## src/rtl/vm_change_dispenser.sv

```systemverilog
// Coin payout unit: queues change codes and drives the 10/5 rs hoppers through an eject/sense handshake.
// Optional vend counter is enabled by defining VM_DISP_VEND_COUNT_EN.
module vm_change_dispenser #(
  parameter int FIFO_DEPTH   = 4,
  parameter int PULSE_CYCLES = 4,
  parameter int TIMEOUT      = 32
) (
  input  logic       clk,
  input  logic       rst,
  input  logic       out,
  input  logic [1:0] change,
  input  logic       empty10,
  input  logic       empty5,
  input  logic       coin_sense,
  output logic       eject10,
  output logic       eject5,
  output logic       busy,
  output logic [5:0] owed,
  output logic       overflow,
  output logic       jam,
  output logic [7:0] vend_count
);
  localparam int AW = (FIFO_DEPTH > 1) ? $clog2(FIFO_DEPTH) : 1;
  localparam int PW = $clog2(PULSE_CYCLES + 1);
  localparam int TW = $clog2(TIMEOUT + 1);
  localparam logic [PW-1:0] PLAST = PW'(PULSE_CYCLES - 1);
  localparam logic [TW-1:0] TLAST = TW'(TIMEOUT - 1);

  typedef enum logic [2:0] {IDLE, LOAD, SELECT, PULSE, WAIT, JAM} state_t;

  state_t        state, state_n;
  logic [1:0]    rem, rem_n;
  logic          coin10, coin10_n;
  logic          slat, slat_n;
  logic [PW-1:0] pcnt, pcnt_n;
  logic [TW-1:0] tcnt, tcnt_n;
  logic [5:0]    owed_n;
  logic [6:0]    owed_sum;

  logic [1:0]    mem [FIFO_DEPTH];
  logic [AW-1:0] wp, rp;
  logic [AW:0]   cnt;
  logic          push_req, push_ok, pop, full;
  logic [1:0]    head;

  // a pop in the same cycle frees a slot, so a full queue can still take the push
  assign push_req = (change != 2'd0);
  assign pop      = (state == LOAD);
  assign full     = (cnt == (AW+1)'(FIFO_DEPTH));
  assign push_ok  = push_req && (!full || pop);
  assign head     = mem[rp];
  assign busy     = (state != IDLE) || (cnt != '0);
  assign owed_sum = {1'b0, owed} + {5'b0, rem};

  always_ff @(posedge clk)
    if (push_ok) mem[wp] <= change;

  always_ff @(posedge clk) begin
    if (rst) begin
      wp       <= '0;
      rp       <= '0;
      cnt      <= '0;
      overflow <= 1'b0;
    end else begin
      if (push_ok) wp <= wp + AW'(1);
      if (pop)     rp <= rp + AW'(1);
      case ({push_ok, pop})
        2'b10:   cnt <= cnt + (AW+1)'(1);
        2'b01:   cnt <= cnt - (AW+1)'(1);
        default: cnt <= cnt;
      endcase
      if (push_req && !push_ok) overflow <= 1'b1;
    end
  end

  always_comb begin
    state_n  = state;
    rem_n    = rem;
    coin10_n = coin10;
    slat_n   = slat;
    pcnt_n   = pcnt;
    tcnt_n   = tcnt;
    owed_n   = owed;
    case (state)
      IDLE:   if (cnt != '0) state_n = LOAD;
      LOAD: begin
        rem_n   = head;
        state_n = SELECT;
      end
      SELECT: begin
        pcnt_n = '0;
        slat_n = 1'b0;
        if (rem == 2'd0) state_n = IDLE;
        else if (rem >= 2'd2 && !empty10) begin
          coin10_n = 1'b1;
          state_n  = PULSE;
        end else if (!empty5) begin
          coin10_n = 1'b0;
          state_n  = PULSE;
        end else begin
          owed_n  = owed_sum[6] ? 6'd63 : owed_sum[5:0];
          rem_n   = 2'd0;
          state_n = IDLE;
        end
      end
      PULSE: begin
        if (coin_sense) slat_n = 1'b1;
        if (pcnt == PLAST) begin
          tcnt_n  = '0;
          state_n = WAIT;
        end else pcnt_n = pcnt + PW'(1);
      end
      WAIT: begin
        // a sense that arrived during the pulse counts for this coin
        if (coin_sense || slat) begin
          rem_n   = rem - (coin10 ? 2'd2 : 2'd1);
          slat_n  = 1'b0;
          state_n = SELECT;
        end else if (tcnt == TLAST) state_n = JAM;
        else tcnt_n = tcnt + TW'(1);
      end
      JAM:     state_n = JAM;
      default: state_n = IDLE;
    endcase
  end

  always_ff @(posedge clk) begin
    if (rst) begin
      state   <= IDLE;
      rem     <= 2'd0;
      coin10  <= 1'b0;
      slat    <= 1'b0;
      pcnt    <= '0;
      tcnt    <= '0;
      owed    <= '0;
      jam     <= 1'b0;
      eject10 <= 1'b0;
      eject5  <= 1'b0;
    end else begin
      state   <= state_n;
      rem     <= rem_n;
      coin10  <= coin10_n;
      slat    <= slat_n;
      pcnt    <= pcnt_n;
      tcnt    <= tcnt_n;
      owed    <= owed_n;
      jam     <= jam | (state_n == JAM);
      eject10 <= (state_n == PULSE) &&  coin10_n;
      eject5  <= (state_n == PULSE) && !coin10_n;
    end
  end

`ifdef VM_DISP_VEND_COUNT_EN
  always_ff @(posedge clk) begin
    if (rst)      vend_count <= '0;
    else if (out) vend_count <= vend_count + 8'd1;
  end
`else
  logic unused_out;
  assign unused_out = out;
  assign vend_count = '0;
`endif

endmodule

```

## config.mk

```make
export PLATFORM = sky130hd
export DESIGN_NAME = vm_change_dispenser
export DESIGN_NICKNAME = d
export VERILOG_FILES = /design/src/rtl/vm_change_dispenser.sv
export SDC_FILE = /design/constraint.sdc
export NUM_CORES = 1
export LEC_CHECK = 0
export BUFFER_PORTS_ARGS = -buffer_cell sky130_fd_sc_hd__buf_2
export CORE_MARGIN = 4
export CORE_UTILIZATION = 45
export CTS_BUF_LIST = sky130_fd_sc_hd__clkbuf_8
export CTS_CLUSTER_SIZE = 28
export DETAILED_ROUTE_END_ITERATION = 6
export PLACE_DENSITY_LB_ADDON = 0.12
export SLEW_MARGIN = 10
export SYNTH_ARGS = -nofsm -noshare
export SYNTH_HDL_FRONTEND = slang
export SYNTH_SLANG_ARGS = --single-unit
```

## constraint.sdc

```tcl
create_clock -name clk -period 2.36 [get_ports clk]
set_clock_uncertainty 0.05 [all_clocks]
set_input_delay 0.472 -clock clk [delete_from_list [all_inputs] [get_ports clk]]
set_output_delay 0.472 -clock clk [all_outputs]
set_load 0.03 [all_outputs]
```

==> results of run 1 <==
## final cells by class
type                    count  area (sq um)
clock inverters             3         20.02
inverters                  19         71.32
fillers                   490          2467
well taps                  70         87.58
repair buffers             28         167.7
flip-flops and latches     43         940.9
multi-input cells         179          1284
clock buffers               5         68.82
## synth_stat cells (3+ instances only)
library cell  count
dfxtp_1          35
nor2_1           20
inv_1            19
a21oi_1          16
ha_1             10
buf_4             9
nand2_1           9
and2_1            8
edfxtp_1          8
mux2i_1           7
nand3_1           7
nor3_1            7
o21ai_0           7
clkbuf_1          5
nand2b_1          5
nor2b_1           5
a211oi_1          4
mux2_2            4
or3b_2            4
nor3b_1           3
xnor2_1           3
## power groups by stage
stage / combinational (mW) / sequential, mW / clock (mW)
floorplan: 0.650 / 0.959 / 0
global placement: 0.819 / 0.964 / 0
detailed placement: 0.836 / 0.968 / 0
CTS: 0.839 / 0.952 / 0.493
global route: 0.944 / 0.965 / 0.518
finish: 0.829 / 0.949 / 0.468
## kinds of logic (layout without fill, tap and decap cells)
family | count (synthesis) | count (layout) | share of synthesized area
DFF | 43 | 43 | 0.3966
muxes | 13 | 13 | 0.06751
adders and majority gates | 12 | 12 | 0.06962
xor gates and xnor gates | 5 | 5 | 0.01846
and+or+nand+nor | 92 | 92 | 0.2368
AOI/OAI and AO/OA | 49 | 49 | 0.1361
other | 1 | 8 | 0.001581
buffers and inverters | 35 | 55 | 0.07331
## worst reg2reg max path, cell delays in order, from the launching register on
cell and delay, ps:
dfxtp_1 360, buf_4 150, or3b_1 490, a211oi_1 460, o41ai_1 200, nor3b_1 340
## how the worst max path moves through the flow
stage             start      end  slack (ps)  cells after the start
3_5_place_dp   state[0]   cnt[2]         210                      6
4_1_cts        state[0]   cnt[2]         200                      6
6_report       state[2]  eject10         200                      5
5_1_grt        state[1]  eject10          60                      5
2_1_floorplan  state[1]   cnt[2]         130                      7
3_3_place_gp   state[0]   cnt[2]         270                      6
## routing by layer
layer	up-vias	share of wire	track usage
met5	-	0	0
met4	0	0.010	0.04561
met3	7	0.031	0.03363
met2	28	0.46	0.2459
met1	842	0.50	0.1967
li1	932	-	-
## registers in the layout, indices dropped and copies added, names as in the netlist, 3 cells and up, named ones only
name   count
owed       6
mem        8
cnt        3
tcnt       6
pcnt       3
state      3
## stage by stage
step                        util  instances  setup WS (ps)  hold slack, ps  total power [mW]
after global placement    0.4995        339          265.4           398.7             1.783
after detailed placement  0.4995        339          213.4           401.4             1.804
after global routing      0.5169        347          61.19           398.1             2.426
after floorplan                -        257          125.3           392.8             1.609
final                     0.5169        347          197.4           397.1             2.246
after CTS                 0.5169        347          202.3           393.3             2.284
==> impl_metrics.tcl, run 1 <==
set metrics [dict create \
    status "finished clean" \
    cpPeakStageDelay_ps 490 \
    end_kind "flip-flop" \
    dp_hpwl_um 3407 \
    clockBufferDepth 2 \
    final_common_cell "dfxtp_1" \
    grt_use_total 0.1503 \
    post-route-cell-area_sq_um 2640 \
    syn_area_per_cell_sq_um 9.489 \
    finalWirelength_um 4467 \
    fmax_ghz 0.4624 \
    antenna_found_initial 0 \
    vias 1809 \
    postSynthCellCount 250 \
    min_path_cells 1 \
    core_sq_um 5107 \
    path_buf_inv 1 \
    synth_top_area_frac 0.2954 \
    port_buffers 17 \
    cpMaxStageDelayCell "or3b_1" \
    die_width_um 80.61 \
    synth_top_area_cell "dfxtp_1" \
    worstSetupPathType "flip-flop to flip-flop" \
    cts_buffers 5 \
    startpoint_type "flip-flop" \
    drv_cap 0 \
    swShare 0.3611 \
    place_area_sq_um 2551 \
    wl_per_cell_um 12.87 \
    vdd_drop_max_v 0.0005445 \
    ctsHoldBuffers 0 \
    r2r-end "eject10" \
    syn2layout_area_growth_pct 11.29 \
    fin_tns_setup_ps 0 \
    io_pins 27 \
    first_pass_iters 4 \
    gp_congestion 0.8298 \
    synth-seq-cells 43 \
    required_ps 2490 \
    syn_area_sq_um 2372 \
    ff2ff_path_depth 5 \
    start_util 0.4645 \
    cts-root-buf "clkbuf_8" \
    cp_top_family "simple AND/OR/NAND/NOR gates" \
    p_leak_nw 1.042 \
    r2r_setup_slack_ps 200 \
    core.rowCount 26 \
    finalMaxSlewViolations 0 \
    synthTopCellsByArea "dfxtp_1 (30%), edfxtp_1 (10%), ha_1 (5.3%)" \
    p_seq_frac 0.423 \
    min_period_over_period 0.9164 \
    drc 0 \
    hp-start "change[0]" \
    clock_sinks 43 \
    diodes 0 \
    hp-class "input pin to flip-flop" \
    clkPwrFrac 0.208 \
    grt_max_degree 21 \
    cts_setup_buffers 0 \
    min_to "mem[2][0]" \
    powerDensity_nw_per_um2 850.9 \
    setup_viol 0 \
    htree_levels 2 \
    worst_pin_slew_ps 508.3 \
    synth-main-ff-cell "dfxtp_1" \
    p_int_mw 1.435 \
    p_comb_frac 0.369 \
    ys_types 62 \
    grt_pass1_vias 1663 \
    ctsResizeCount 0 \
    power_switching_mw 0.8112 \
    ant_nets 0 \
    yosys_warnings 0 \
    mostFrequentLayoutCells "dfxtp_1 (35), nor2_1 (20), inv_1 (19)" \
    drive_gt1_frac 0.1913 \
    maxSlewHeadroom 0.6567 \
    async_reset_ff_frac 0 \
    cp_max_fo 8 \
    clk_pin_slew_worst_paths_ps 80 \
    drt_iter0_drc 64 \
    cts_tree "built" \
    timing.rr.start "state[2]" \
    die_h_um 80.61 \
    grt.overflow.total 0 \
    viasPerCell 5.213 \
    final_nets 296 \
    synth-seq-area-share 0.3966 \
    cp.arrival_ps 2290 \
    post-route-min-period_ps 2163 \
    rsz0062_at_grt "false" \
    synth_edf_count 8 \
    dieArea_sq_um 6497 \
    grt_pass1_wl_um 7603 \
    crit_chain "buf_4 -> or3b_1 -> a211oi_1 -> o41ai_1 -> nor3b_1" \
    insertion_delay_ps 290 \
    finalHoldViolations 0 \
]
(Power assumes the default switching activity.)
==> inputs of run 2 (changes only) <==
ABC_CLOCK_PERIOD_IN_PS = 2360   (was not set)
CELL_PAD_IN_SITES_DETAIL_PLACEMENT = 0   (was not set)
CELL_PAD_IN_SITES_GLOBAL_PLACEMENT = 2   (was not set)
CORE_UTILIZATION = 34   (was 45)
RECOVER_POWER = 50   (was not set)
==> run 2 against run 1 <==
Effect of this change: total power up 4.6%; routed wire length up 7.0%; clock power up 27%; combinational power down 2%.
==> impl_metrics.tcl, run 2 (synthesized netlist as in run 1, its figures left out) <==
set metrics [dict create \
    cp_top_family "simple AND/OR/NAND/NOR gates" \
    powerDensity_nw_per_um2 883.0 \
    port_buffers 17 \
    drt_iter0_drc 69 \
    top_regs "mem x8, owed x6, tcnt x6" \
    fmax_ghz 0.4774 \
    vias 1759 \
    insertion_delay_ps 300 \
    cts_buffers 5 \
    ant_nets 0 \
    die_width_um 91.53 \
    grt_pass1_wl_um 8148 \
    syn2layout_area_growth_pct 12.18 \
    place_area_sq_um 2569 \
    cpPeakStageDelay_ps 490 \
    die_h_um 91.53 \
    ff2ff_path_depth 6 \
    clk_pin_slew_worst_paths_ps 90 \
    cp.arrival_ps 2240 \
    grt_pass1_vias 1786 \
    ctsResizeCount 0 \
    first_pass_iters 4 \
    wl_per_cell_um 12.88 \
    final.fill_count 705 \
    vdd_drop_max_v 0.0004532 \
    grt_use_total 0.1184 \
    antenna_found_initial 0 \
    hp-class "flip-flop to flip-flop" \
    final_nets 294 \
    rsz0062_at_grt "false" \
    core.rowCount 30 \
    cts-root-buf "clkbuf_8" \
    mostFrequentLayoutCells "dfxtp_1 (35), nor2_1 (20), inv_1 (19)" \
    worstSetupPathType "flip-flop to flip-flop" \
    ctsHoldBuffers 0 \
    largest_reg_flops 8 \
    top_register "mem" \
    dp_hpwl_um 3576 \
    path_depth 6 \
    final_common_cell "dfxtp_1" \
    cts_tree "built" \
    grt.overflow.total 0 \
    cpMaxStageDelayCell "or3b_2" \
    post-route-min-period_ps 2095 \
    diodes 0 \
    dieArea_sq_um 8378 \
    drv_cap 0 \
    clock_sinks 43 \
    htree_levels 2 \
    path_buf_inv 1 \
    crit_chain "or3b_2 -> nor3_2 -> inv_1 -> fa_1 -> mux2i_1 -> mux2_2" \
    worst_pin_slew_ps 545.3 \
    gp_congestion 0.7352 \
    grt_max_degree 27 \
    maxSlewHeadroom 0.6317 \
    p_leak_nw 0.9864 \
    startpoint_type "flip-flop" \
    start_util 0.3492 \
    final_core_util 0.3917 \
    drc 0 \
    viasPerCell 4.741 \
    cp_max_fo 3 \
    core_sq_um 6794 \
    drive_gt1_frac 0.1382 \
    io_pins 27 \
    clockBufferDepth 2 \
    status "finished clean" \
    cts_setup_buffers 0 \
    end_kind "flip-flop" \
    required_ps 2500 \
    min_period_over_period 0.8876 \
    finalWirelength_um 4779 \
    setup_viol 0 \
    fin_tns_setup_ps 0 \
    finalMaxSlewViolations 0 \
    finalHoldViolations 0 \
    post-route-cell-area_sq_um 2661 \
    min_path_cells 2 \
]
[run 2: area by class of cell]
cell class / count / area (sq um) / share of cell area
multi-input combinational: 179 / 1284 / 0.4824
timing repair buffer: 26 / 130.1 / 0.04890
inverter: 19 / 71.32 / 0.02680
clock inverter: 3 / 46.29 / 0.01740
sequential: 43 / 940.9 / 0.3535
tap: 96 / 120.1 / 0.04513
clock buffer: 5 / 68.82 / 0.02586
[run 2: per-layer routing]
| layer | vias to the layer above | global-route usage | wire length [um] |
|---|---|---|---|
| li1 | 932 | - | - |
| met2 | 17 | 0.1948 | 2190 |
| met4 | 0 | 0.02638 | 39 |
| met3 | 4 | 0.02486 | 122 |
| met5 | - | 0 | 0 |
| met1 | 806 | 0.1589 | 2427 |
[run 2: worst reg2reg max path: cells and delay by family (launching register included)]
| kind | cells | cell delay, ps |
|---|---|---|
| multiplexers | 2 | 510 |
| AND/OR/NAND/NOR | 2 | 650 |
| buffers and inverters | 1 | 70 |
| flip-flops | 1 | 330 |
| adder cells (fa/ha/maj) | 1 | 370 |
[run 2: metrics by stage]
step / total power, mW / hold WS (ps) / cells / setup slack (ps)
finish: 2.350 / 435.3 / 371 / 265.3
global route: 2.534 / 472.4 / 371 / 166.2
CTS: 2.397 / 389.9 / 371 / 244.7
detailed placement: 1.795 / 405.7 / 363 / 268.3
global placement: 1.790 / 403.2 / 363 / 277.8
floorplan: 1.609 / 392.8 / 257 / 125.3
[run 2: worst paths after layout]
path | startpoint | to | slack (ps)
min reg2reg | tcnt[4] | tcnt[4] | 440
max | state[1] | cnt[2] | 270
max reg2reg | state[1] | cnt[2] | 270
min | tcnt[4] | tcnt[4] | 440
[run 2: power by group]
group	total, mW	switching, mW	internal [mW]
combinational	0.809	0.475	0.334
sequential	0.945	0.0794	0.865
clock	0.596	0.277	0.319
